`config.mk`:
```
export PLATFORM = sky130hd
export DESIGN_NAME = video_mode_sequencer
export DESIGN_NICKNAME = d
export VERILOG_FILES = /design/src/rtl/video_mode_sequencer.sv
export SDC_FILE = /design/constraint.sdc
export NUM_CORES = 1
export LEC_CHECK = 0
export ABC_AREA = 1
export BUFFER_PORTS_ARGS = -buffer_cell sky130_fd_sc_hd__buf_4
export CORE_UTILIZATION = 33
export DETAILED_ROUTE_END_ITERATION = 16
export GPL_TIMING_DRIVEN = 1
export PLACE_DENSITY_LB_ADDON = 0.08
export RECOVER_POWER = 25
export SYNTH_ARGS = -nofsm -noshare
export SYNTH_HDL_FRONTEND = slang
export SYNTH_SLANG_ARGS = --single-unit
```
`constraint.sdc`:
```
create_clock -name clk_50mhz_in -period 2.1 [get_ports clk_50mhz_in]
set_input_delay 0.21 -clock clk_50mhz_in [delete_from_list [all_inputs] [get_ports clk_50mhz_in]]
set_output_delay 0.21 -clock clk_50mhz_in [all_outputs]
set_load 0.01 [all_outputs]
```
`src/rtl/video_mode_sequencer.sv`:
```
// Measures vsync period and lines per field, classifies the video format, and hands a
// format that has stayed stable for STABLE_COUNT fields to downstream logic via req/ack.
module video_mode_sequencer #(
   parameter int unsigned CLK_HZ         = 50000000,
   parameter int unsigned STABLE_COUNT   = 3,
   parameter int unsigned TIMEOUT_CYCLES = CLK_HZ / 20
) (
   input  logic        clk_50mhz_in,
   input  logic        rst_in,
   input  logic        vsync_in,
   input  logic        hsync_in,
   input  logic        cfg_ack_in,
   output logic        cfg_req_out,
   output logic [7:0]  cfg_format_out,
   output logic        format_valid_out,
   output logic [10:0] lines_out,
   output logic [1:0]  state_dbg_out
);

   localparam int unsigned SW       = $clog2(STABLE_COUNT + 1);
   localparam logic [SW-1:0] STABLE_SW = SW'(STABLE_COUNT);
   localparam logic [SW-1:0] ONE_SW    = SW'(1);
   localparam logic [31:0] P50_MIN  = 32'(CLK_HZ / 53);
   localparam logic [31:0] P50_MAX  = 32'(CLK_HZ / 47);
   localparam logic [31:0] P60_MIN  = 32'(CLK_HZ / 63);
   localparam logic [31:0] P60_MAX  = 32'(CLK_HZ / 57);
   localparam logic [31:0] TMO_LAST = 32'(TIMEOUT_CYCLES - 1);

   typedef enum logic [1:0] {IDLE = 2'd0, REQ = 2'd1, LOCKED = 2'd2} state_t;

   // Sync pipes: bit 0 first stage, bit 1 synchronized, bit 2 previous synchronized value.
   logic [2:0]    vs_pipe_q, vs_pipe_d, hs_pipe_q, hs_pipe_d;
   logic [31:0]   period_q, period_d, tmo_q, tmo_d;
   logic [10:0]   line_q, line_d, lines_q, lines_d;
   logic [7:0]    prev_cand_q, prev_cand_d;
   logic [SW-1:0] stable_q, stable_d;
   logic          partial_q, partial_d;
   logic          vs_pulse, hs_pulse, is50, is60;
   logic [7:0]    cand;

   state_t        state_q;
   logic          cfg_req_q, valid_q;
   logic [7:0]    fmt_q;

   always_comb begin
      vs_pipe_d = {vs_pipe_q[1:0], vsync_in};
      hs_pipe_d = {hs_pipe_q[1:0], hsync_in};
      vs_pulse  = vs_pipe_q[2] & ~vs_pipe_q[1];
      hs_pulse  = hs_pipe_q[2] & ~hs_pipe_q[1];

      is50 = (period_q >= P50_MIN) && (period_q <= P50_MAX);
      is60 = (period_q >= P60_MIN) && (period_q <= P60_MAX);
      cand = 8'h00;
      if (is50 && line_q >= 11'd300 && line_q <= 11'd330) cand = 8'h01;
      if (is50 && line_q >= 11'd600 && line_q <= 11'd650) cand = 8'h03;
      if (is60 && line_q >= 11'd250 && line_q <= 11'd275) cand = 8'h02;
      if (is60 && line_q >= 11'd510 && line_q <= 11'd540) cand = 8'h04;

      period_d    = (&period_q) ? period_q : period_q + 32'd1;
      line_d      = (hs_pulse && line_q != 11'h7FF) ? line_q + 11'd1 : line_q;
      tmo_d       = tmo_q + 32'd1;
      lines_d     = lines_q;
      prev_cand_d = prev_cand_q;
      stable_d    = stable_q;
      partial_d   = partial_q;

      if (vs_pulse) begin
         // An hsync edge landing with vsync belongs to the field that is starting.
         period_d  = 32'd1;
         line_d    = {10'd0, hs_pulse};
         tmo_d     = 32'd0;
         partial_d = 1'b0;
         if (!partial_q) begin
            lines_d = line_q;
            if (cand == prev_cand_q) begin
               if (stable_q != STABLE_SW) stable_d = stable_q + ONE_SW;
            end else begin
               stable_d    = ONE_SW;
               prev_cand_d = cand;
            end
         end
      end else if (tmo_q == TMO_LAST) begin
         tmo_d       = 32'd0;
         prev_cand_d = 8'h00;
         stable_d    = STABLE_SW;
         lines_d     = 11'd0;
         partial_d   = 1'b1;
      end
   end

   always_ff @(posedge clk_50mhz_in) begin
      if (rst_in) begin
         vs_pipe_q   <= 3'b000;
         hs_pipe_q   <= 3'b000;
         period_q    <= 32'd0;
         line_q      <= 11'd0;
         tmo_q       <= 32'd0;
         lines_q     <= 11'd0;
         prev_cand_q <= 8'h00;
         stable_q    <= '0;
         partial_q   <= 1'b1;
      end else begin
         vs_pipe_q   <= vs_pipe_d;
         hs_pipe_q   <= hs_pipe_d;
         period_q    <= period_d;
         line_q      <= line_d;
         tmo_q       <= tmo_d;
         lines_q     <= lines_d;
         prev_cand_q <= prev_cand_d;
         stable_q    <= stable_d;
         partial_q   <= partial_d;
      end
   end

   // Handshake: cfg_req_out rises together with a new cfg_format_out; both hold until
   // cfg_ack_in is sampled high, and cfg_req_out drops on the following edge.
   always_ff @(posedge clk_50mhz_in) begin
      if (rst_in) begin
         state_q   <= IDLE;
         cfg_req_q <= 1'b0;
         fmt_q     <= 8'h00;
         valid_q   <= 1'b0;
      end else begin
         case (state_q)
            IDLE, LOCKED: begin
               if (stable_q == STABLE_SW && prev_cand_q != fmt_q) begin
                  state_q   <= REQ;
                  fmt_q     <= prev_cand_q;
                  cfg_req_q <= 1'b1;
                  valid_q   <= 1'b0;
               end
            end
            REQ: begin
               if (cfg_ack_in) begin
                  cfg_req_q <= 1'b0;
                  if (fmt_q != 8'h00) begin
                     state_q <= LOCKED;
                     valid_q <= 1'b1;
                  end else begin
                     state_q <= IDLE;
                     valid_q <= 1'b0;
                  end
               end
            end
            default: state_q <= IDLE;
         endcase
      end
   end

   assign cfg_req_out      = cfg_req_q;
   assign cfg_format_out   = fmt_q;
   assign format_valid_out = valid_q;
   assign lines_out        = lines_q;
   assign state_dbg_out    = state_q;

endmodule

```
==> flow_summary_export.csv <==
group,metric,value,unit
flow_run,cap_violations,0,
yosys,syn-mean-instance-area,6.67,um^2
grt,grt-ovfl-total,0,
timing,rsz0062_at_grt,"yes",
worst_setup_path,worstSetupEndpointType,"flip-flop",
detailed_routing,drt-total-wl,16000,um
floorplanning,die_w,137,um
yosys,yosysTopAreaCell,"dfxtp_1",
clock_tree,cts_tree,"yes",
worst_setup_path,reg2reg_from,"line_q[10]",
final_layout,stdcell_count,1216,
yosys,ys_seq_elements,105,
clock_tree,postCtsHoldBufs,0,
worst_setup_path,reg2reg_setup_slack,0.09,ns
yosys,synth_area,0.00603,mm^2
yosys,synth.most_common_cell,"nand2_1",
place,dp_hpwl,12300,um
timing,setup_slack,0.0873,ns
timing,slew_headroom,0.619,
yosys,synth_common_cells,"nand2_1 (204), nor2_1 (118), inv_1 (115), dfxtp_1 (105), a21oi_1 (55)",
floorplanning,rows,49,
yosys,synth-edff-count,0,
clock_tree,root_buffer,"clkbuf_16",
clock_tree,htreeDepth,3,
pwr,p_leak,0.00297,uW
grt,antenna_found_initial,0,
floorplanning,core_area,0.0180,mm^2
place,pre_cts_slack,0.0293,ns
final_layout,area_growth,21.8,%
timing,fin_crit,2.01,ns
clock_tree,cts.path.max_buffers,2,
timing,setup_viol_count_final,0,
floorplanning,initial_utilization,0.336,
min_path,hold_path_class,"in -> reg",
final_layout,layout-drive-gt1-share,0.221,
clock_tree,clock_sinks,105,
timing,drv_slew,0,
final_layout,nets,995,
worst_setup_path,cpPeakStageDelay,0.36,ns
clock_tree,cts.clk_slew.worst_paths,0.07,ns
detailed_routing,viasPerCell,4.66,
timing,max_freq,497,MHz
worst_setup_path,crit_path_max_fanout,7,
worst_setup_path,rr_endpoint,"prev_cand_q[0]",
worst_setup_path,cp.required,2.34,ns
yosys,ys_seq_area_frac,0.349,
detailed_routing,drt-initial-drc-count,283,
detailed_routing,dr.pass1.iters,4,
grt,grt_pass1_vias,5345,
final_layout,utilization,0.409,
grt,grt_start_max_net_pins,33,
worst_setup_path,reg2regPathDepth,16,
worst_setup_path,cp_slowest_cell,"dfxtp_1",
yosys,synthFlopType,"dfxtp_1",
timing,worstMarginPinSlew,0.571,ns
yosys,ys_types,50,
timing,fin_crit_sh,0.958,
yosys,synth_top_cell_area_share,0.349,
final_layout,antenna_cells,0,
worst_setup_path,worstSetupEndpoint,"prev_cand_q[0]",
detailed_routing,avgRoutedWirePerCell,13.2,um
yosys,yosysWarnings,0,
floorplanning,ios,28,
floorplanning,dieArea,0.0188,mm^2
detailed_routing,vias,5671,
worst_setup_path,startpoint_type,"flip-flop",
yosys,async_reset_ff_frac,0,
place,numPortBuffers,22,
grt,grt_usage,0.179,
grt,grt_pass1_wl,26300,um
place,place_congestion,0.849,
timing,holdWs,0.0576,ns
run_status,status,"completed",
clock_tree,clk_latency,0.36,ns
worst_setup_path,worstSetupPathType,"reg -> reg",
worst_setup_path,path_cells,"inv_1 > nand2_1 > nor2_1 > o21ai_1 > o21ai_0 > nand2_1 > nand2_2 > nand3_2 > nand2_2 > inv_2 > nor2_4 > nand3_4 > nand2_4 > nand2_1 > o21ai_1 > nor2_1",
timing,hold_violations,0,
pwr,p_per_area,540,mW/mm^2
detailed_routing,route.detailed.drc,0,
floorplanning,fp.dieH,137,um
yosys,yosys-top-cells-area,"dfxtp_1 (35%), nand2_1 (13%), nor2_1 (7.3%)",
place,dp_cells,1188,
yosys,postSynthCellCount,904,
detailed_routing,drt.antenna.violating_nets,0,
worst_setup_path,worst_ep_arrival_time,2.25,ns
worst_setup_path,cpMostUsedCell,"nand2_1",
worst_setup_path,crit_path_start,"line_q[10]",
pwr,vdd_drop_max,0.000435,V
timing,clock_skew,0.0110,ns
clock_tree,numCtsBuffers,9,
==> layout by cell type, fill, tap and decap left out, types with 5 or more instances in the layout <==
cell and count:
nand4_1 22, conb_1 5, nand3_2 7, nand3_1 32, nor3b_1 7, nor4_1 8
clkbuf_1 19, o21ai_1 7, nand2_2 17, nor2_4 10, xnor2_1 5, xor2_1 25
clkbuf_16 9, o21ai_0 34, nor2_1 106, inv_1 111, nor3_1 31, a31oi_1 8
nand2_1 197, inv_2 23, a21oi_1 53, dfxtp_1 78, dfxtp_2 25, buf_4 65
nor3_2 11, nor2_2 13
==> routing by layer <==
layer	vias to the layer above	GRT usage	routed length [um]
met4	0	0.0641	354
met1	2548	0.236	7990
met2	62	0.295	7330
met5	-	0	0
li1	3040	-	-
met3	21	0.0269	364
==> state kept, by name (all words and copies together) (netlist names) <==
| signal | flops |
|---|---|
| cfg_req_out | 1 |
| period_q | 32 |
| vs_pipe_q | 3 |
| prev_cand_q | 3 |
| line_q | 11 |
| hs_pipe_q | 3 |
| tmo_q | 32 |
| format_valid_out | 1 |
| partial_q | 1 |
| cfg_format_out | 3 |
| state_dbg_out | 2 |
| lines_out | 11 |
| stable_q | 2 |
==> final cells by class <==
type                            instances  area [um^2]
Timing Repair Buffer                   85          579
Clock buffer                            9          225
Multi-Input combinational cell        642         3500
Tap cell                              229          287
Sequential cell                       105         2140
Inverter                              139          527
Fill cell                            1930        10600
Clock inverter                          7         78.8
==> critical path: cells and delay by family (launching register included) <==
kind	cells	cell delay (ns)
flops	1	0.36
simple gates	11	1.07
compound gates	3	0.31
buf+inv	2	0.16
==> worst min path at each step <==
stage	cells past startpoint	endpoint	slack [ns]	startpoint
floorplan	2	hs_pipe_q[0]	0.32	hsync_in
finish	3	hs_pipe_q[0]	0.06	hsync_in
detailed placement	2	hs_pipe_q[1]	0.40	hs_pipe_q[0]
global placement	2	hs_pipe_q[1]	0.40	hs_pipe_q[0]
global route	3	hs_pipe_q[0]	0.09	hsync_in
CTS	3	hs_pipe_q[0]	0.04	hsync_in
==> power breakdown <==
| part | leakage, uW | switching (uW) | internal (uW) |
|---|---|---|---|
| combinational | 0.00196 | 95.1 | 59.1 |
| sequential | 0.000861 | 16.9 | 2010 |
| clock | 0.000144 | 844 | 939 |
| total | 0.00297 | 957 | 3000 |
==> logic make-up (layout without fill, tap and decap cells) <==
family	after synthesis	in the layout	share of synthesized area
simple gates	485	485	0.383
xor+xnor	30	30	0.0436
buf+inv	161	240	0.107
other cells	1	5	0.000622
compound gates	114	114	0.100
flops	105	105	0.349
fa+ha+maj	8	8	0.0166
==> timing repair <==
| item | CTS | global route |
|---|---|---|
| setup buffers | 1 | 11 |
| setup endpoints to repair | 1 | 21 |
| pin swaps | 2 | 22 |
| resized for setup | 1 | 83 |
| cloned | 0 | 0 |
==> metrics by stage <==
step / setup TNS [ns] / total power [uW] / area [um^2]
after floorplan: 0 / 2160 / 6040
after global placement: 0 / 2220 / 6770
after detailed placement: 0 / 2210 / 6770
after CTS: 0 / 4030 / 7090
after global routing: -0.519 / 4120 / 7340
final: 0 / 3960 / 7340
No activity file was read; power rests on OpenSTA's default activity.
